--- config.mk ---
export PLATFORM = sky130hd
export DESIGN_NAME = gpr_file_mp_flat
export DESIGN_NICKNAME = d
export VERILOG_FILES = /design/src/rtl/gpr_file_mp_if.sv /design/src/rtl/gpr_file_mp.sv /design/src/flat_wrapper.sv
export SDC_FILE = /design/constraint.sdc
export NUM_CORES = 2
export LEC_CHECK = 0
export CORE_MARGIN = 2
export CORE_UTILIZATION = 30
export DETAILED_ROUTE_END_ITERATION = 10
export GPL_ROUTABILITY_DRIVEN = 0
export PLACE_DENSITY = 0.53
export SKIP_LAST_GASP = 1
export SLEW_MARGIN = 20
export SYNTH_ARGS = -nofsm -noshare
export SYNTH_HDL_FRONTEND = slang
export SYNTH_SLANG_ARGS = --single-unit
--- constraint.sdc ---
create_clock -name clk -period 2.5 [get_ports clk]
set_input_delay 0.25 -clock clk [delete_from_list [all_inputs] [get_ports clk]]
set_output_delay 0.25 -clock clk [all_outputs]
set_load 0.1 [all_outputs]
--- src/rtl/gpr_file_mp_if.sv ---
// Port bundle for gpr_file_mp: read ports, two write-back ports, issue marks and init sweep.
// Enables are single-cycle qualifiers with no back-pressure: a write, issue or init_req takes effect at the edge where it is high.
interface gpr_file_mp_if #(
    parameter int DATA_W   = 32,
    parameter int ADDR_W   = 5,
    parameter int RD_PORTS = 2
);
    logic [RD_PORTS*ADDR_W-1:0] rd_addr;
    logic [RD_PORTS*DATA_W-1:0] rd_data;
    logic [RD_PORTS-1:0]        rd_busy;

    logic                       wr0_en;
    logic [ADDR_W-1:0]          wr0_addr;
    logic [DATA_W-1:0]          wr0_data;
    logic                       wr1_en;
    logic [ADDR_W-1:0]          wr1_addr;
    logic [DATA_W-1:0]          wr1_data;

    logic                       issue_en;
    logic [ADDR_W-1:0]          issue_addr;

    logic                       init_req;
    logic                       init_busy;
    logic                       wr_conflict;

    modport master (
        output rd_addr, wr0_en, wr0_addr, wr0_data, wr1_en, wr1_addr, wr1_data,
               issue_en, issue_addr, init_req,
        input  rd_data, rd_busy, init_busy, wr_conflict
    );

    modport slave (
        input  rd_addr, wr0_en, wr0_addr, wr0_data, wr1_en, wr1_addr, wr1_data,
               issue_en, issue_addr, init_req,
        output rd_data, rd_busy, init_busy, wr_conflict
    );
endinterface

--- src/rtl/gpr_file_mp.sv ---
// Multi-port GPR file: bypassed reads, two prioritised write-back ports,
// per-register pending scoreboard and a sequential zero-initialisation sweep.
module gpr_file_mp #(
    parameter int DATA_W   = 32,
    parameter int NREGS    = 32,
    parameter int ADDR_W   = $clog2(NREGS),
    parameter int RD_PORTS = 2,
    parameter int ZERO_REG = 1
) (
    input  logic          clk,
    input  logic          rst_n,
    gpr_file_mp_if.slave  bus,
    output logic          state_dbg
);

    localparam logic [ADDR_W:0] LAST_IDX = (ADDR_W+1)'(NREGS - 1);
    localparam bit              ZR       = (ZERO_REG != 0);

    typedef enum logic {
        S_IDLE  = 1'b0,
        S_SWEEP = 1'b1
    } state_t;

    state_t            state_q, state_d;
    logic [ADDR_W:0]   cnt_q, cnt_d;
    logic [DATA_W-1:0] regs_q [NREGS];
    logic [NREGS-1:0]  pend_q, pend_d;
    logic              conf_q, conf_d;

    logic              idle;
    logic              w0, w1, iss;
    logic [ADDR_W-1:0] sweep_idx;

    assign idle      = (state_q == S_IDLE);
    assign sweep_idx = cnt_q[ADDR_W-1:0];

    // Effective enables: everything external is ignored while sweeping,
    // and register 0 is untouchable when it is hard-wired to zero.
    assign w0  = idle && bus.wr0_en   && !(ZR && (bus.wr0_addr   == '0));
    assign w1  = idle && bus.wr1_en   && !(ZR && (bus.wr1_addr   == '0));
    assign iss = idle && bus.issue_en && !(ZR && (bus.issue_addr == '0));

    // ------------------------------------------------------------------
    // Init sweep FSM
    // ------------------------------------------------------------------
    always_ff @(posedge clk or negedge rst_n) begin
        if (!rst_n) begin
            state_q <= S_IDLE;
            cnt_q   <= '0;
        end else begin
            state_q <= state_d;
            cnt_q   <= cnt_d;
        end
    end

    always_comb begin
        state_d = state_q;
        cnt_d   = cnt_q;
        case (state_q)
            S_IDLE: begin
                if (bus.init_req) begin
                    state_d = S_SWEEP;
                    cnt_d   = '0;
                end
            end
            S_SWEEP: begin
                // Counter ends at NREGS after the last write and holds there.
                cnt_d = cnt_q + 1'b1;
                if (cnt_q == LAST_IDX) begin
                    state_d = S_IDLE;
                end
            end
            default: begin
                state_d = S_IDLE;
            end
        endcase
    end

    assign bus.init_busy = (state_q == S_SWEEP);
    assign state_dbg     = (state_q == S_SWEEP);

    // ------------------------------------------------------------------
    // Register array; wr1 is written last so it wins on an address tie
    // ------------------------------------------------------------------
    always_ff @(posedge clk or negedge rst_n) begin
        if (!rst_n) begin
            for (int i = 0; i < NREGS; i++) begin
                regs_q[i] <= '0;
            end
        end else if (!idle) begin
            regs_q[sweep_idx] <= '0;
        end else begin
            if (w0) regs_q[bus.wr0_addr] <= bus.wr0_data;
            if (w1) regs_q[bus.wr1_addr] <= bus.wr1_data;
        end
    end

    // ------------------------------------------------------------------
    // Pending scoreboard and conflict pulse
    // ------------------------------------------------------------------
    always_comb begin
        pend_d = pend_q;
        if (!idle) begin
            pend_d[sweep_idx] = 1'b0;
        end else begin
            if (w0)  pend_d[bus.wr0_addr]   = 1'b0;
            if (w1)  pend_d[bus.wr1_addr]   = 1'b0;
            // Issue applied last: a new producer overrides a retiring one.
            if (iss) pend_d[bus.issue_addr] = 1'b1;
        end
        if (ZR) pend_d[0] = 1'b0;
    end

    assign conf_d = w0 && w1 && (bus.wr0_addr == bus.wr1_addr);

    always_ff @(posedge clk or negedge rst_n) begin
        if (!rst_n) begin
            pend_q <= '0;
            conf_q <= 1'b0;
        end else begin
            pend_q <= pend_d;
            conf_q <= conf_d;
        end
    end

    assign bus.wr_conflict = conf_q;

    // ------------------------------------------------------------------
    // Bypassed read ports
    // ------------------------------------------------------------------
    logic [ADDR_W-1:0] ra;
    logic              hit0, hit1;

    always_comb begin
        bus.rd_data = '0;
        bus.rd_busy = '0;
        ra          = '0;
        hit0        = 1'b0;
        hit1        = 1'b0;
        for (int k = 0; k < RD_PORTS; k++) begin
            ra   = bus.rd_addr[k*ADDR_W +: ADDR_W];
            // w0/w1 are already gated off during the sweep, disabling bypass.
            hit0 = w0 && (bus.wr0_addr == ra);
            hit1 = w1 && (bus.wr1_addr == ra);
            if (ZR && (ra == '0)) begin
                bus.rd_data[k*DATA_W +: DATA_W] = '0;
            end else if (hit1) begin
                bus.rd_data[k*DATA_W +: DATA_W] = bus.wr1_data;
            end else if (hit0) begin
                bus.rd_data[k*DATA_W +: DATA_W] = bus.wr0_data;
            end else begin
                bus.rd_data[k*DATA_W +: DATA_W] = regs_q[ra];
            end
            bus.rd_busy[k] = pend_q[ra] && !hit0 && !hit1 && !(ZR && (ra == '0));
        end
    end

endmodule

--- src/flat_wrapper.sv ---
// flat-port wrapper written by rule: the top's interface ports become plain ports
module gpr_file_mp_flat 
#(
    parameter int DATA_W   = 32,
    parameter int NREGS    = 32,
    parameter int ADDR_W   = $clog2(NREGS),
    parameter int RD_PORTS = 2,
    parameter int ZERO_REG = 1
)
  (clk, rst_n, state_dbg, bus_rd_addr, bus_wr0_en, bus_wr0_addr, bus_wr0_data, bus_wr1_en, bus_wr1_addr, bus_wr1_data, bus_issue_en, bus_issue_addr, bus_init_req, bus_rd_data, bus_rd_busy, bus_init_busy, bus_wr_conflict);
  gpr_file_mp_if #(.DATA_W(DATA_W), .ADDR_W(ADDR_W), .RD_PORTS(RD_PORTS)) bus_i ();
  input  logic clk;
  input  logic rst_n;
  output logic state_dbg;
  input wire logic [$bits(bus_i.rd_addr)-1:0] bus_rd_addr;
  input wire logic [$bits(bus_i.wr0_en)-1:0] bus_wr0_en;
  input wire logic [$bits(bus_i.wr0_addr)-1:0] bus_wr0_addr;
  input wire logic [$bits(bus_i.wr0_data)-1:0] bus_wr0_data;
  input wire logic [$bits(bus_i.wr1_en)-1:0] bus_wr1_en;
  input wire logic [$bits(bus_i.wr1_addr)-1:0] bus_wr1_addr;
  input wire logic [$bits(bus_i.wr1_data)-1:0] bus_wr1_data;
  input wire logic [$bits(bus_i.issue_en)-1:0] bus_issue_en;
  input wire logic [$bits(bus_i.issue_addr)-1:0] bus_issue_addr;
  input wire logic [$bits(bus_i.init_req)-1:0] bus_init_req;
  output wire logic [$bits(bus_i.rd_data)-1:0] bus_rd_data;
  output wire logic [$bits(bus_i.rd_busy)-1:0] bus_rd_busy;
  output wire logic [$bits(bus_i.init_busy)-1:0] bus_init_busy;
  output wire logic [$bits(bus_i.wr_conflict)-1:0] bus_wr_conflict;
  assign bus_i.rd_addr = bus_rd_addr;
  assign bus_i.wr0_en = bus_wr0_en;
  assign bus_i.wr0_addr = bus_wr0_addr;
  assign bus_i.wr0_data = bus_wr0_data;
  assign bus_i.wr1_en = bus_wr1_en;
  assign bus_i.wr1_addr = bus_wr1_addr;
  assign bus_i.wr1_data = bus_wr1_data;
  assign bus_i.issue_en = bus_issue_en;
  assign bus_i.issue_addr = bus_issue_addr;
  assign bus_i.init_req = bus_init_req;
  assign bus_rd_data = bus_i.rd_data;
  assign bus_rd_busy = bus_i.rd_busy;
  assign bus_init_busy = bus_i.init_busy;
  assign bus_wr_conflict = bus_i.wr_conflict;
  gpr_file_mp #(.DATA_W(DATA_W), .NREGS(NREGS), .ADDR_W(ADDR_W), .RD_PORTS(RD_PORTS), .ZERO_REG(ZERO_REG)) u_core (.clk(clk), .rst_n(rst_n), .bus(bus_i), .state_dbg(state_dbg));
endmodule
==> metrics.md <==
| Metric | Value |
|---|---|
| Max-slew headroom | 20.12% |
| Max-Cap Viols | 0 |
| CTS tree | yes |
| Fin crit share | 145.3% |
| Final #Nets | 9,183 |
| Asr flop ratio synth | 100.0% |
| Tot Pwr | 62.76 mW |
| Arrival @ worst endpoint | 3.38 ns |
| Die span in y | 510.3 um |
| Hold Vio Cnt, Final | 0 |
| Worst Skew | 0.03166 ns |
| Hpwl dp | 297.1 mm |
| Cell family with most CP delay | multiplexers |
| Slowest stage delay, CP | 0.48 ns |
| Initial Util | 30.23% |
| Switching Share | 36.61% |
| Port bufs | 163 |
| CP Data Required Time | 2.25 ns |
| WL/cell | 36.73 um |
| CTS buffer count | 132 |
| Fin crit period | 3.632 ns |
| Vias in the first global route | 78,453 |
| Psw | 22.98 mW |
| Post-synth top area cell | dfrtp_1 |
| Critical-path cell list | buf_4 -> mux4_2 -> mux2i_1 -> mux2i_1 -> mux2i_1 -> buf_4 -> o211ai_1 -> buf_4 -> buf_12 |
| PwrDens | 583.4 nW/um^2 |
| Fmax | 275.4 MHz |
| Library cells used by synthesis | 67 |
| Area Overhead vs Synth | 39.93% |
| Clk sink count | 1,063 |
| Setup Crit Path Kind | flip-flop to output port |
| GR Util met2 | 48.70% |
| Gate Count Post-Synth | 7,749 |
| Yosys top cell area share | 34.60% |
| Failing checks | negative setup slack |
| DR iter-0 viols | 12,476 |
| Slew Viols, Final | 0 |
| Antenna Violating Nets Remaining | 0 |
| Antenna violations before repair | 47 |
| Sequential-to-total area share from yosys stat | 34.60% |
| Clock Path Buffers | 3 |
| Most used DFF post-synth | dfrtp_1 |
| DRT Pass-1 Iters | 8 |
| Via count | 82,206 |
| Overflow after GRT | 0 |
| Die width | 510.3 um |
| Residual DRC | 0 |
| Fillers | 23,720 |
| Total Wirelength | 462.2 mm |
| Rows | 185 |
| Gr busiest metal | met2 |
| Internal Dissipation | 39.79 mW |
| Finished Layout Cells | 12,583 |
| Max H-tree Level | 4 |
| Final Setup Violations | 116 |
| Clk root buf | clkbuf_16 |
| Syn avg cell area | 9.923 um^2 |
| Seq pwr share | 31.6% |
| Met3 Track Usage GR | 11.51% |
| Mapped cell area | 76,890 um^2 |
| First-pass GRT wire length | 623.7 mm |
| IO Count | 164 |
| Reg area | 26,610 um^2 |
| Total GRT Usage | 33.99% |
| Type of element capturing the critical path | output port |
| Leak | 48.25 nW |
| Die Area | 260,400 um^2 |
| RSZ-0062 raised after global routing | true |
| Synth area leaders | dfrtp_1 (35%), mux4_2 (17%), mux2i_1 (11%), a22o_1 (8.1%), a21oi_1 (6.7%) |
| Outcome | finished with violations |
| Hold Path Class | input pin to flip-flop |
| Largest net degree at the start of global routing | 145 |
| Least-Margin Pin Slew | 1.198 ns |
| Number of synthesized register bits | 1,063 |
| Syn Nets | 7,848 |
| Layout cells sized above 1 | 35.14% |
| Clock latency on the worst-skew pair | 0.87 ns |
| Syn. warnings | 0 |
| Area of the multi-input gates | 48,280 um^2 |
| Worst Path Buf+Inv | 4 |
| Crit-path slowest cell | mux4_2 |
| Post-synth EDFFs | 0 |
| Via/cell ratio | 6.533 |
| Worst Setup Start Kind | flip-flop |
| VDD IR max | 0.0005863 V |
| Clock transition at path regs | 0.06 ns |
| Clock power frac | 33.1% |
| GR Layer Usage met1 | 41.04% |
| Comb power frac | 35.3% |
| Placed Cells incl. Taps | 12,150 |
| Final setup margin | -1.132 ns |
| Crit-path max FO | 2 |
| Core Area | 254,400 um^2 |
## state kept, by name, summed over array words and instances, names as in the netlist
register	flops
u_core.bus.init_busy	1
u_core.bus.wr_conflict	1
u_core.cnt_q	6
u_core.pend_q	31
u_core.regs_q	1024
## path summary, 6_finish.rpt
kind	startpoint	to	slack, ns	cells after the start
worst max-delay path	u_core.regs_q[291]	bus_rd_data[35]	-1.13	9
worst min-delay path	bus_init_req	u_core.cnt_q[4]	0.12	2
worst max register to register	u_core.bus.init_busy	u_core.regs_q[323]	-0.05	10
worst min register to register	u_core.regs_q[1008]	u_core.regs_q[1008]	0.52	1
max in group asynchronous	rst_n	u_core.regs_q[910]	1.51	3
min in group asynchronous	rst_n	u_core.regs_q[200]	0.21	3
## stage by stage
stage	setup TNS (ns)	area, um^2	setup WS (ns)	hold WS [ns]	utilization (%)
2_1_floorplan	-19.66	78250	-1.032	-0.04559	-
4_1_cts	-55.26	106000	-1.067	0.1004	41.65
6_report	-56.19	107600	-1.132	0.1242	42.29
3_5_place_dp	-156.44	100100	-1.314	0.2364	39.36
5_1_grt	-58.75	107600	-1.167	0.1089	42.28
3_3_place_gp	-134.60	100100	-1.270	0.2404	39.36
## Yosys cell counts (all sizes together), types with 11 or more instances
| cell | n |
|---|---|
| nand3 | 18 |
| o221ai | 26 |
| buf | 234 |
| a21oi | 1026 |
| a31oi | 13 |
| a222oi | 25 |
| and2 | 65 |
| clkbuf | 799 |
| xnor2 | 21 |
| a32oi | 11 |
| mux4 | 593 |
| o31ai | 262 |
| inv | 65 |
| dfrtp | 1063 |
| nor2 | 754 |
| a221o | 32 |
| o21ai | 558 |
| a22o | 711 |
| nor3 | 63 |
| mux2i | 881 |
| mux2 | 36 |
| nand2 | 366 |
## logic make-up after synthesis
logic type / after synthesis / share of synthesized area, %
simple gates: 1344 / 7.332
buf+inv: 1098 / 5.674
xor+xnor: 27 / 0.3076
fa+ha+maj: 4 / 0.06509
flops: 1063 / 34.60
mux: 1510 / 29.37
compound gates: 2703 / 22.66
## layout make-up
cell class                 instances  area share [%]
timing repair buffer            2234           21.98
sequential                      1063           24.73
multi-input combinational       5588           44.87
clock inverter                    28          0.3617
inverter                          65          0.2384
antenna                           30         0.06978
clock buffer                     209           3.831
tap                             3366           3.914
## cells in the final DEF (no fill, tap or decap), drive strengths merged, types with 30 or more instances in the layout
cell,Yosys,layout
mux4,593,593
o31ai,262,262
o21ai,558,558
and2,65,65
nor3,63,63
diode,0,30
nand2,366,366
mux2i,881,881
a21oi,1026,1026
buf,234,2134
clkbuf,799,224
a221o,32,32
clkdlybuf4s50,0,81
nor2,754,754
a22o,711,711
dfrtp,1063,1063
mux2,36,36
inv,65,69
## metal layers
| layer | vias to the layer above | part of all wire (%) |
|---|---|---|
| met5 | - | 0.036 |
| met4 | 26 | 10 |
| met3 | 2159 | 14 |
| met2 | 7212 | 41 |
| met1 | 40643 | 35 |
| li1 | 32166 | - |
## power groups by stage
stage	Sequential [mW]	Clock [mW]	Combinational (mW)
6_report	19.9	20.8	22.1
4_1_cts	19.8	20.8	21.1
5_1_grt	19.9	21.4	22.7
3_3_place_gp	20.1	0	20.3
2_1_floorplan	19.9	0	9.58
3_5_place_dp	20.0	0	20.7
## what timing repair did
item | CTS | global route
setup endpoints to repair | 67 | 463
cloned | 4 | 17
hold buffers | 2 | 0
buffers inserted | 65 | 98
hold endpoints to repair | 488 | 0
resized for setup | 186 | 107
pin swaps | 39 | 29
Note: power is estimated with default switching activity, not from simulation.
